[config.mk]
export PLATFORM = sky130hd
export DESIGN_NAME = tp84_hiscore_ctrl
export DESIGN_NICKNAME = d
export VERILOG_FILES = /design/src/rtl/tp84_hs_pkg.sv /design/src/rtl/tp84_hs_buffer.sv /design/src/rtl/tp84_hiscore_ctrl.sv
export SDC_FILE = /design/constraint.sdc
export NUM_CORES = 2
export LEC_CHECK = 0
export BUFFER_PORTS_ARGS = -buffer_cell sky130_fd_sc_hd__buf_2
export CORE_MARGIN = 2
export CORE_UTILIZATION = 52
export DETAILED_ROUTE_END_ITERATION = 7
export PLACE_DENSITY = 0.7
export SETUP_SLACK_MARGIN = 0.15
export SLEW_MARGIN = 20
export SYNTH_ARGS = -nofsm -noshare
export SYNTH_HDL_FRONTEND = slang
export SYNTH_HIERARCHICAL = 1
export SYNTH_SLANG_ARGS = --single-unit
export TNS_END_PERCENT = 1
[constraint.sdc]
create_clock -name clk_49m -period 5.19 [get_ports clk_49m]
set_input_delay 0.2595 -clock clk_49m [delete_from_list [all_inputs] [get_ports clk_49m]]
set_output_delay 0.2595 -clock clk_49m [all_outputs]
set_load 0.005 [all_outputs]
[src/rtl/tp84_hs_pkg.sv]
// Shared types and default constants for the Time Pilot '84 high-score controller.
package tp84_hs_pkg;

    typedef enum logic [2:0] {
        ST_IDLE  = 3'd0,
        ST_PAUSE = 3'd1,
        ST_CHECK = 3'd2,
        ST_WAIT  = 3'd3,
        ST_XFER  = 3'd4,
        ST_GAP   = 3'd5,
        ST_DONE  = 3'd6
    } hs_state_t;

    typedef enum logic {
        MODE_RESTORE = 1'b0,
        MODE_SAVE    = 1'b1
    } hs_mode_t;

    localparam logic [15:0] HS_BASE_DEF   = 16'h5700;
    localparam int          HS_LEN_DEF    = 64;
    localparam int          PAUSE_CYC_DEF = 16;
    localparam int          ACC_CYC_DEF   = 4;
    localparam logic [7:0]  START_VAL_DEF = 8'h00;
    localparam logic [7:0]  END_VAL_DEF   = 8'h00;
    localparam int          POLL_CYC_DEF  = 4096;

endpackage

[src/rtl/tp84_hs_buffer.sv]
// 256x8 score buffer: port A read/write (async read), port B registered read for upload.
module tp84_hs_buffer (
    input  logic       clk,
    input  logic [7:0] a_addr,
    input  logic       a_we,
    input  logic [7:0] a_wdata,
    output logic [7:0] a_rdata,
    input  logic [7:0] b_addr,
    output logic [7:0] b_rdata
);

    logic [7:0] mem_r [256];

    // Port A write.
    always_ff @(posedge clk) begin
        if (a_we) begin
            mem_r[a_addr] <= a_wdata;
        end
    end

    assign a_rdata = mem_r[a_addr];

    // Port B registered upload read.
    always_ff @(posedge clk) begin
        b_rdata <= mem_r[b_addr];
    end

endmodule

[src/rtl/tp84_hiscore_ctrl.sv]
// High-score buffer and restore/save engine driving the game's pause and hs_* port.
// Define TP84_HS_CHECK_EN to compare the table's first/last game bytes before restoring.
module tp84_hiscore_ctrl
    import tp84_hs_pkg::*;
#(
    parameter logic [15:0] HS_BASE   = HS_BASE_DEF,
    parameter int          HS_LEN    = HS_LEN_DEF,
    parameter int          PAUSE_CYC = PAUSE_CYC_DEF,
    parameter int          ACC_CYC   = ACC_CYC_DEF,
    parameter logic [7:0]  START_VAL = START_VAL_DEF,
    parameter logic [7:0]  END_VAL   = END_VAL_DEF,
    parameter int          POLL_CYC  = POLL_CYC_DEF
) (
    input  logic        clk_49m,
    input  logic        reset,
    input  logic        restore_req,
    input  logic        save_req,
    input  logic [24:0] ioctl_addr,
    input  logic [7:0]  ioctl_data,
    input  logic        ioctl_wr,
    input  logic        hs_dl,
    input  logic [7:0]  up_addr,
    output logic [7:0]  up_data,
    output logic        pause_cpu,
    output logic [15:0] hs_address,
    output logic [7:0]  hs_data_in,
    input  logic [7:0]  hs_data_out,
    output logic        hs_write,
    output logic        hs_access,
    output logic        busy,
    output logic        done,
    output logic        buf_valid
);

`ifdef TP84_HS_CHECK_EN
    localparam bit CHK_EN = 1'b1;
`else
    localparam bit CHK_EN = 1'b0;
`endif

    hs_state_t   state_r, state_nxt_s;
    hs_mode_t    mode_r, mode_nxt_s;
    logic [15:0] cnt_r, cnt_nxt_s;
    logic [7:0]  idx_r, idx_nxt_s;
    logic        chk_sel_r, chk_sel_nxt_s;
    logic        chk_ok_r, chk_ok_nxt_s;
    logic        valid_r, valid_nxt_s;
    logic        pause_r, pause_nxt_s;
    logic        access_r, access_nxt_s;
    logic        write_r, write_nxt_s;
    logic        busy_r, busy_nxt_s;
    logic        done_r, done_nxt_s;
    logic [15:0] addr_r, addr_nxt_s;
    logic [7:0]  din_r, din_nxt_s;

    logic        dl_wr_s;
    logic [7:0]  a_addr_s;
    logic        a_we_s;
    logic [7:0]  a_wdata_s;
    logic [7:0]  a_rdata_s;

    assign dl_wr_s = ioctl_wr && hs_dl && (ioctl_addr < 25'(HS_LEN)) && (state_r == ST_IDLE);

    // Next-state decode for the transfer engine.
    always_comb begin
        state_nxt_s   = state_r;
        mode_nxt_s    = mode_r;
        cnt_nxt_s     = cnt_r;
        idx_nxt_s     = idx_r;
        chk_sel_nxt_s = chk_sel_r;
        chk_ok_nxt_s  = chk_ok_r;
        valid_nxt_s   = valid_r;
        case (state_r)
            ST_IDLE: begin
                cnt_nxt_s = 16'd0;
                idx_nxt_s = 8'd0;
                // restore has priority; an invalid buffer swallows the request
                if (restore_req) begin
                    if (valid_r) begin
                        state_nxt_s = ST_PAUSE;
                        mode_nxt_s  = MODE_RESTORE;
                    end else begin
                        state_nxt_s = ST_IDLE;
                    end
                end else if (save_req) begin
                    state_nxt_s = ST_PAUSE;
                    mode_nxt_s  = MODE_SAVE;
                end else begin
                    state_nxt_s = ST_IDLE;
                end
                if (dl_wr_s && (ioctl_addr[7:0] == 8'(HS_LEN - 1))) begin
                    valid_nxt_s = 1'b1;
                end else begin
                    valid_nxt_s = valid_r;
                end
            end
            ST_PAUSE: begin
                if (cnt_r == 16'(PAUSE_CYC - 1)) begin
                    cnt_nxt_s     = 16'd0;
                    idx_nxt_s     = 8'd0;
                    chk_sel_nxt_s = 1'b0;
                    chk_ok_nxt_s  = 1'b0;
                    if (CHK_EN && (mode_r == MODE_RESTORE)) begin
                        state_nxt_s = ST_CHECK;
                    end else begin
                        state_nxt_s = ST_XFER;
                    end
                end else begin
                    cnt_nxt_s = cnt_r + 16'd1;
                end
            end
            ST_CHECK: begin
                // cnt 0..ACC_CYC-1 is the read window, cnt == ACC_CYC the gap
                if (cnt_r == 16'(ACC_CYC - 1)) begin
                    if (chk_sel_r) begin
                        chk_ok_nxt_s = chk_ok_r && (hs_data_out == END_VAL);
                    end else begin
                        chk_ok_nxt_s = (hs_data_out == START_VAL);
                    end
                end else begin
                    chk_ok_nxt_s = chk_ok_r;
                end
                if (cnt_r == 16'(ACC_CYC)) begin
                    cnt_nxt_s = 16'd0;
                    if (!chk_sel_r) begin
                        chk_sel_nxt_s = 1'b1;
                    end else if (chk_ok_r) begin
                        state_nxt_s = ST_XFER;
                    end else begin
                        state_nxt_s = ST_WAIT;
                    end
                end else begin
                    cnt_nxt_s = cnt_r + 16'd1;
                end
            end
            ST_WAIT: begin
                if (cnt_r == 16'(POLL_CYC - 1)) begin
                    cnt_nxt_s   = 16'd0;
                    state_nxt_s = ST_PAUSE;
                end else begin
                    cnt_nxt_s = cnt_r + 16'd1;
                end
            end
            ST_XFER: begin
                if (cnt_r == 16'(ACC_CYC - 1)) begin
                    cnt_nxt_s   = 16'd0;
                    state_nxt_s = ST_GAP;
                end else begin
                    cnt_nxt_s = cnt_r + 16'd1;
                end
            end
            ST_GAP: begin
                if (idx_r == 8'(HS_LEN - 1)) begin
                    state_nxt_s = ST_DONE;
                end else begin
                    idx_nxt_s   = idx_r + 8'd1;
                    state_nxt_s = ST_XFER;
                end
            end
            ST_DONE: begin
                state_nxt_s = ST_IDLE;
                if (mode_r == MODE_SAVE) begin
                    valid_nxt_s = 1'b1;
                end else begin
                    valid_nxt_s = valid_r;
                end
            end
            default: begin
                state_nxt_s = ST_IDLE;
            end
        endcase
    end

    // Output decode from the next state so every port is a flop.
    always_comb begin
        pause_nxt_s  = (state_nxt_s == ST_PAUSE) || (state_nxt_s == ST_CHECK) ||
                       (state_nxt_s == ST_XFER)  || (state_nxt_s == ST_GAP);
        busy_nxt_s   = (state_nxt_s != ST_IDLE);
        done_nxt_s   = (state_nxt_s == ST_DONE);
        access_nxt_s = (state_nxt_s == ST_XFER) ||
                       ((state_nxt_s == ST_CHECK) && (cnt_nxt_s < 16'(ACC_CYC)));
        write_nxt_s  = (state_nxt_s == ST_XFER) && (mode_nxt_s == MODE_RESTORE);
        addr_nxt_s   = addr_r;
        din_nxt_s    = din_r;
        if (state_nxt_s == ST_XFER) begin
            addr_nxt_s = HS_BASE + {8'h00, idx_nxt_s};
        end else if (state_nxt_s == ST_CHECK) begin
            addr_nxt_s = chk_sel_nxt_s ? (HS_BASE + 16'(HS_LEN - 1)) : HS_BASE;
        end else begin
            addr_nxt_s = addr_r;
        end
        if (write_nxt_s) begin
            din_nxt_s = a_rdata_s;
        end else begin
            din_nxt_s = din_r;
        end
    end

    // Buffer port A: download path in IDLE, engine otherwise.
    always_comb begin
        a_addr_s  = ioctl_addr[7:0];
        a_we_s    = 1'b0;
        a_wdata_s = ioctl_data;
        if (state_r == ST_IDLE) begin
            a_addr_s  = ioctl_addr[7:0];
            a_we_s    = dl_wr_s;
            a_wdata_s = ioctl_data;
        end else begin
            a_addr_s  = idx_nxt_s;
            a_we_s    = (state_r == ST_XFER) && (mode_r == MODE_SAVE) &&
                        (cnt_r == 16'(ACC_CYC - 1));
            a_wdata_s = hs_data_out;
        end
    end

    // State and output registers.
    always_ff @(posedge clk_49m) begin
        if (reset) begin
            state_r   <= ST_IDLE;
            mode_r    <= MODE_RESTORE;
            cnt_r     <= 16'd0;
            idx_r     <= 8'd0;
            chk_sel_r <= 1'b0;
            chk_ok_r  <= 1'b0;
            valid_r   <= 1'b0;
            pause_r   <= 1'b0;
            access_r  <= 1'b0;
            write_r   <= 1'b0;
            busy_r    <= 1'b0;
            done_r    <= 1'b0;
            addr_r    <= 16'h0000;
            din_r     <= 8'h00;
        end else begin
            state_r   <= state_nxt_s;
            mode_r    <= mode_nxt_s;
            cnt_r     <= cnt_nxt_s;
            idx_r     <= idx_nxt_s;
            chk_sel_r <= chk_sel_nxt_s;
            chk_ok_r  <= chk_ok_nxt_s;
            valid_r   <= valid_nxt_s;
            pause_r   <= pause_nxt_s;
            access_r  <= access_nxt_s;
            write_r   <= write_nxt_s;
            busy_r    <= busy_nxt_s;
            done_r    <= done_nxt_s;
            addr_r    <= addr_nxt_s;
            din_r     <= din_nxt_s;
        end
    end

    tp84_hs_buffer u_buffer (
        .clk     (clk_49m),
        .a_addr  (a_addr_s),
        .a_we    (a_we_s),
        .a_wdata (a_wdata_s),
        .a_rdata (a_rdata_s),
        .b_addr  (up_addr),
        .b_rdata (up_data)
    );

    assign pause_cpu  = pause_r;
    assign hs_access  = access_r;
    assign hs_write   = write_r;
    assign hs_address = addr_r;
    assign hs_data_in = din_r;
    assign busy       = busy_r;
    assign done       = done_r;
    assign buf_valid  = valid_r;

endmodule

==> impl_metrics.tcl <==
set metrics [dict create \
    wirelength_um 323000 \
    cts-root-buf "clkbuf_16" \
    ff2ff_path_depth 16 \
    final_antenna_net_count 0 \
    fillers 13500 \
    arrival_ns 5.72 \
    synth_area_um2 99000 \
    track_usage 0.333 \
    ys_top_cells_by_count "edfxtp_1 (2,048), mux4_2 (1,041), mux2i_1 (328)" \
    cpPeakStageDelay_ns 0.56 \
    synth.yosys.warnings 6 \
    clockBufferDepth 3 \
    clock_sinks 2109 \
    viasPerCell 7.20 \
    synth_seq_cells 2109 \
    worstPathCellList "or4_4 > nor4_4 > buf_4 > o21a_1 > nor2_1 > mux2_2 > a21o_4 > buf_12 > buf_12 > mux4_2 > mux4_2 > a22oi_2 > nand4_1 > or4_1 > mux2i_1 > nor2_1" \
    nets 5754 \
    rows 160 \
    crit_path_end_kind "flop" \
    total_power_uw 38700 \
    cp_data_required_time_ns 5.93 \
    cts_tree "built" \
    yosysMostFrequentCell "edfxtp_1" \
    io_buffers 89 \
    die_width_um 440 \
    period_minus_slack_ns 4.97 \
    hold_depth 3 \
    antenna_found_initial 12 \
    die_y_um 440 \
    setup_viol 0 \
    dieArea_um2 194000 \
    clk_latency_ns 0.90 \
    power_density_nw_per_um2 341 \
    firstDrtPassIters 7 \
    synth_edf_count 2048 \
    crit_cells 16 \
    fmax_mhz 201 \
    crit_type "flop to flop" \
    rsz0062_at_grt "yes" \
    drt_iter0_markers 9846 \
    yosysSeqAreaShare 0.634 \
    cts_buffers 216 \
    hold_violations 0 \
    htreeDepth 4 \
    yosys.area.top_type "edfxtp_1" \
    yosysTopAreaCellShare 0.621 \
    cp-start-kind "flop" \
    p_leak_uw 0.0367 \
    final_core_util 0.599 \
    finalMaxSlewViolations 0 \
    cp.buffers_inverters 3 \
    min_path_type "primary input to flop" \
    cp_max_fo 26 \
    pin_count 93 \
    async_flop_share 0 \
    synth.area.top_cells "edfxtp_1 (62%), mux4_2 (24%), mux2i_1 (3.3%)" \
    grt_max_degree 155 \
    fin_skew_ns 0.0462 \
    wl_per_cell_um 38.5 \
    drc 0 \
    pre_cts_slack_ns -0.0934 \
    slew_headroom 0.120 \
    coreArea_um2 190000 \
    postLayoutCellArea_um2 114000 \
    ys_types 77 \
    synth-main-ff-cell "edfxtp_1" \
    critPathTopFamily "simple AND/OR/NAND/NOR gates" \
    start_util 0.522 \
    cts.clk_slew.worst_paths_ns 0.06 \
    max_cap_violations 0 \
    tightest_slew_ns 1.31 \
    syn2layout_area_growth_pct 14.7 \
    synth_cells 5193 \
    syn_avg_cell_area_um2 19.1 \
    peakVddDrop_mv 0.306 \
    status "complete, no violations" \
    place_area_um2 106000 \
    critPathSlowestCell "or4_4" \
    grt_overflow 0 \
    finalSetupTns_ns 0 \
    vias 60400 \
    drive_above_1_share 0.369 \
    dp_hpwl_um 216000 \
    period_share 0.959 \
    grt_pass1_vias 59000 \
    gp_congestion 1.02 \
    worst_slack_ns 0.215 \
    grt_pass1_wl_um 451000 \
]
[flip-flops by register name (all words and copies together) (netlist names)]
signal,flops
hs_address,9
idx_r,8
chk_ok_r,1
cnt_r,16
state_r,3
mode_r,1
u_buffer/mem_r,2048
hs_access,1
done,1
u_buffer/b_rdata,8
busy,1
hs_data_in,8
buf_valid,1
hs_write,1
pause_cpu,1
chk_sel_r,1
[routing by layer]
metal	vias up	routed length (um)	global-route usage
met4	10	20400	0.179
met5	-	72	0
met3	787	45500	0.100
met1	31700	113000	0.453
met2	4645	144000	0.487
li1	23300	-	-
[logic make-up (layout without fill, tap and decap cells)]
logic type | Yosys count | count (layout) | synth area share
flip-flops | 2109 | 2109 | 0.634
buffers and inverters | 442 | 1121 | 0.0225
XOR/XNOR | 16 | 16 | 0.00142
other | 1 | 11 | 0.0000379
adder cells (fa/ha/maj) | 3 | 3 | 0.000379
AND/OR/NAND/NOR | 785 | 785 | 0.0372
AO/OA/AOI/OAI | 442 | 442 | 0.0320
multiplexers | 1395 | 1395 | 0.273
[final cells by class]
type	instances	area, um2	area share
inverter	15	62.6	0.000551
clock inverter	141	1400	0.0123
timing repair buffer	710	6060	0.0533
tap	2511	3140	0.0277
antenna	8	20.0	0.000176
clock buffer	255	5720	0.0504
sequential	2109	62700	0.552
multi-input combinational	2644	34500	0.303
[per-stage QoR]
stage	hold slack, ns	instances
detailed placement	0.478	7964
floorplan	0.462	5195
global route	0.0743	8386
CTS	0.253	8376
finish	0.0918	8393
global placement	0.466	7964
[final timing paths]
check | from | endpoint | slack (ns)
worst min-delay path | ioctl_data[4] | u_buffer/mem_r[193][4]$_DFFE_PP_ | 0.09
worst max register to register | cnt_r[13]$_SDFF_PP0_ | hs_data_in[5]$_SDFFE_PP0P_ | 0.22
worst max-delay path | cnt_r[13]$_SDFF_PP0_ | hs_data_in[5]$_SDFFE_PP0P_ | 0.22
worst min register to register | hs_address[6]$_SDFFE_PP0P_ | hs_address[6]$_SDFFE_PP0P_ | 0.48
[worst register-to-register path, cell delays in order (launching register included)]
cell     delay [ns]
dfxtp_2        0.35
or4_4          0.56
nor4_4         0.32
buf_4          0.19
o21a_1         0.16
nor2_1         0.08
mux2_2         0.30
a21o_4         0.27
buf_12         0.21
buf_12         0.21
mux4_2         0.51
mux4_2         0.54
a22oi_2        0.28
nand4_1        0.13
or4_1          0.52
mux2i_1        0.16
nor2_1         0.06
[power by group]
part | internal [uW] | switching [uW]
logic | 1580 | 2650
clock network | 8800 | 6800
registers | 18900 | 3.50
[cells in the final DEF, fill, tap and decap left out, types with 9 or more instances in the layout]
master / synthesis / routed
nor2_1: 327 / 325
nor2b_1: 27 / 25
inv_1: 13 / 11
xor2_1: 9 / 9
a21oi_1: 77 / 75
nor4_1: 44 / 41
clkbuf_1: 159 / 30
nor3_1: 64 / 63
o211ai_1: 13 / 13
a311oi_1: 9 / 9
nand3_2: 0 / 12
nand3_1: 52 / 40
mux2i_1: 328 / 319
dlygate4sd3_1: 0 / 16
bufinv_16: 0 / 18
or2_2: 15 / 15
o221ai_1: 91 / 91
mux4_2: 1041 / 1041
nand4_1: 15 / 15
mux2_2: 25 / 25
nand2_1: 158 / 149
a211oi_1: 22 / 20
buf_2: 115 / 86
clkinv_2: 0 / 42
dfxtp_1: 61 / 60
buf_4: 60 / 538
clkbuf_16: 0 / 228
o22ai_1: 85 / 85
a22oi_1: 48 / 47
clkinv_1: 1 / 48
nand2b_1: 23 / 20
edfxtp_1: 2048 / 2048
clkinvlp_4: 0 / 13
o21ai_0: 23 / 22
buf_12: 0 / 53
[repair_timing]
| action | 4_1_cts | 5_1_grt |
|---|---|---|
| hold buffers | 16 | 0 |
| pin swaps | 0 | 3 |
| gates resized for setup | 4 | 32 |
| setup endpoints to repair | 5 | 8 |
| setup buffers | 0 | 3 |
| cloned | 0 | 5 |
| endpoints found under the hold margin | 18 | 0 |
(Power assumes the default switching activity.)
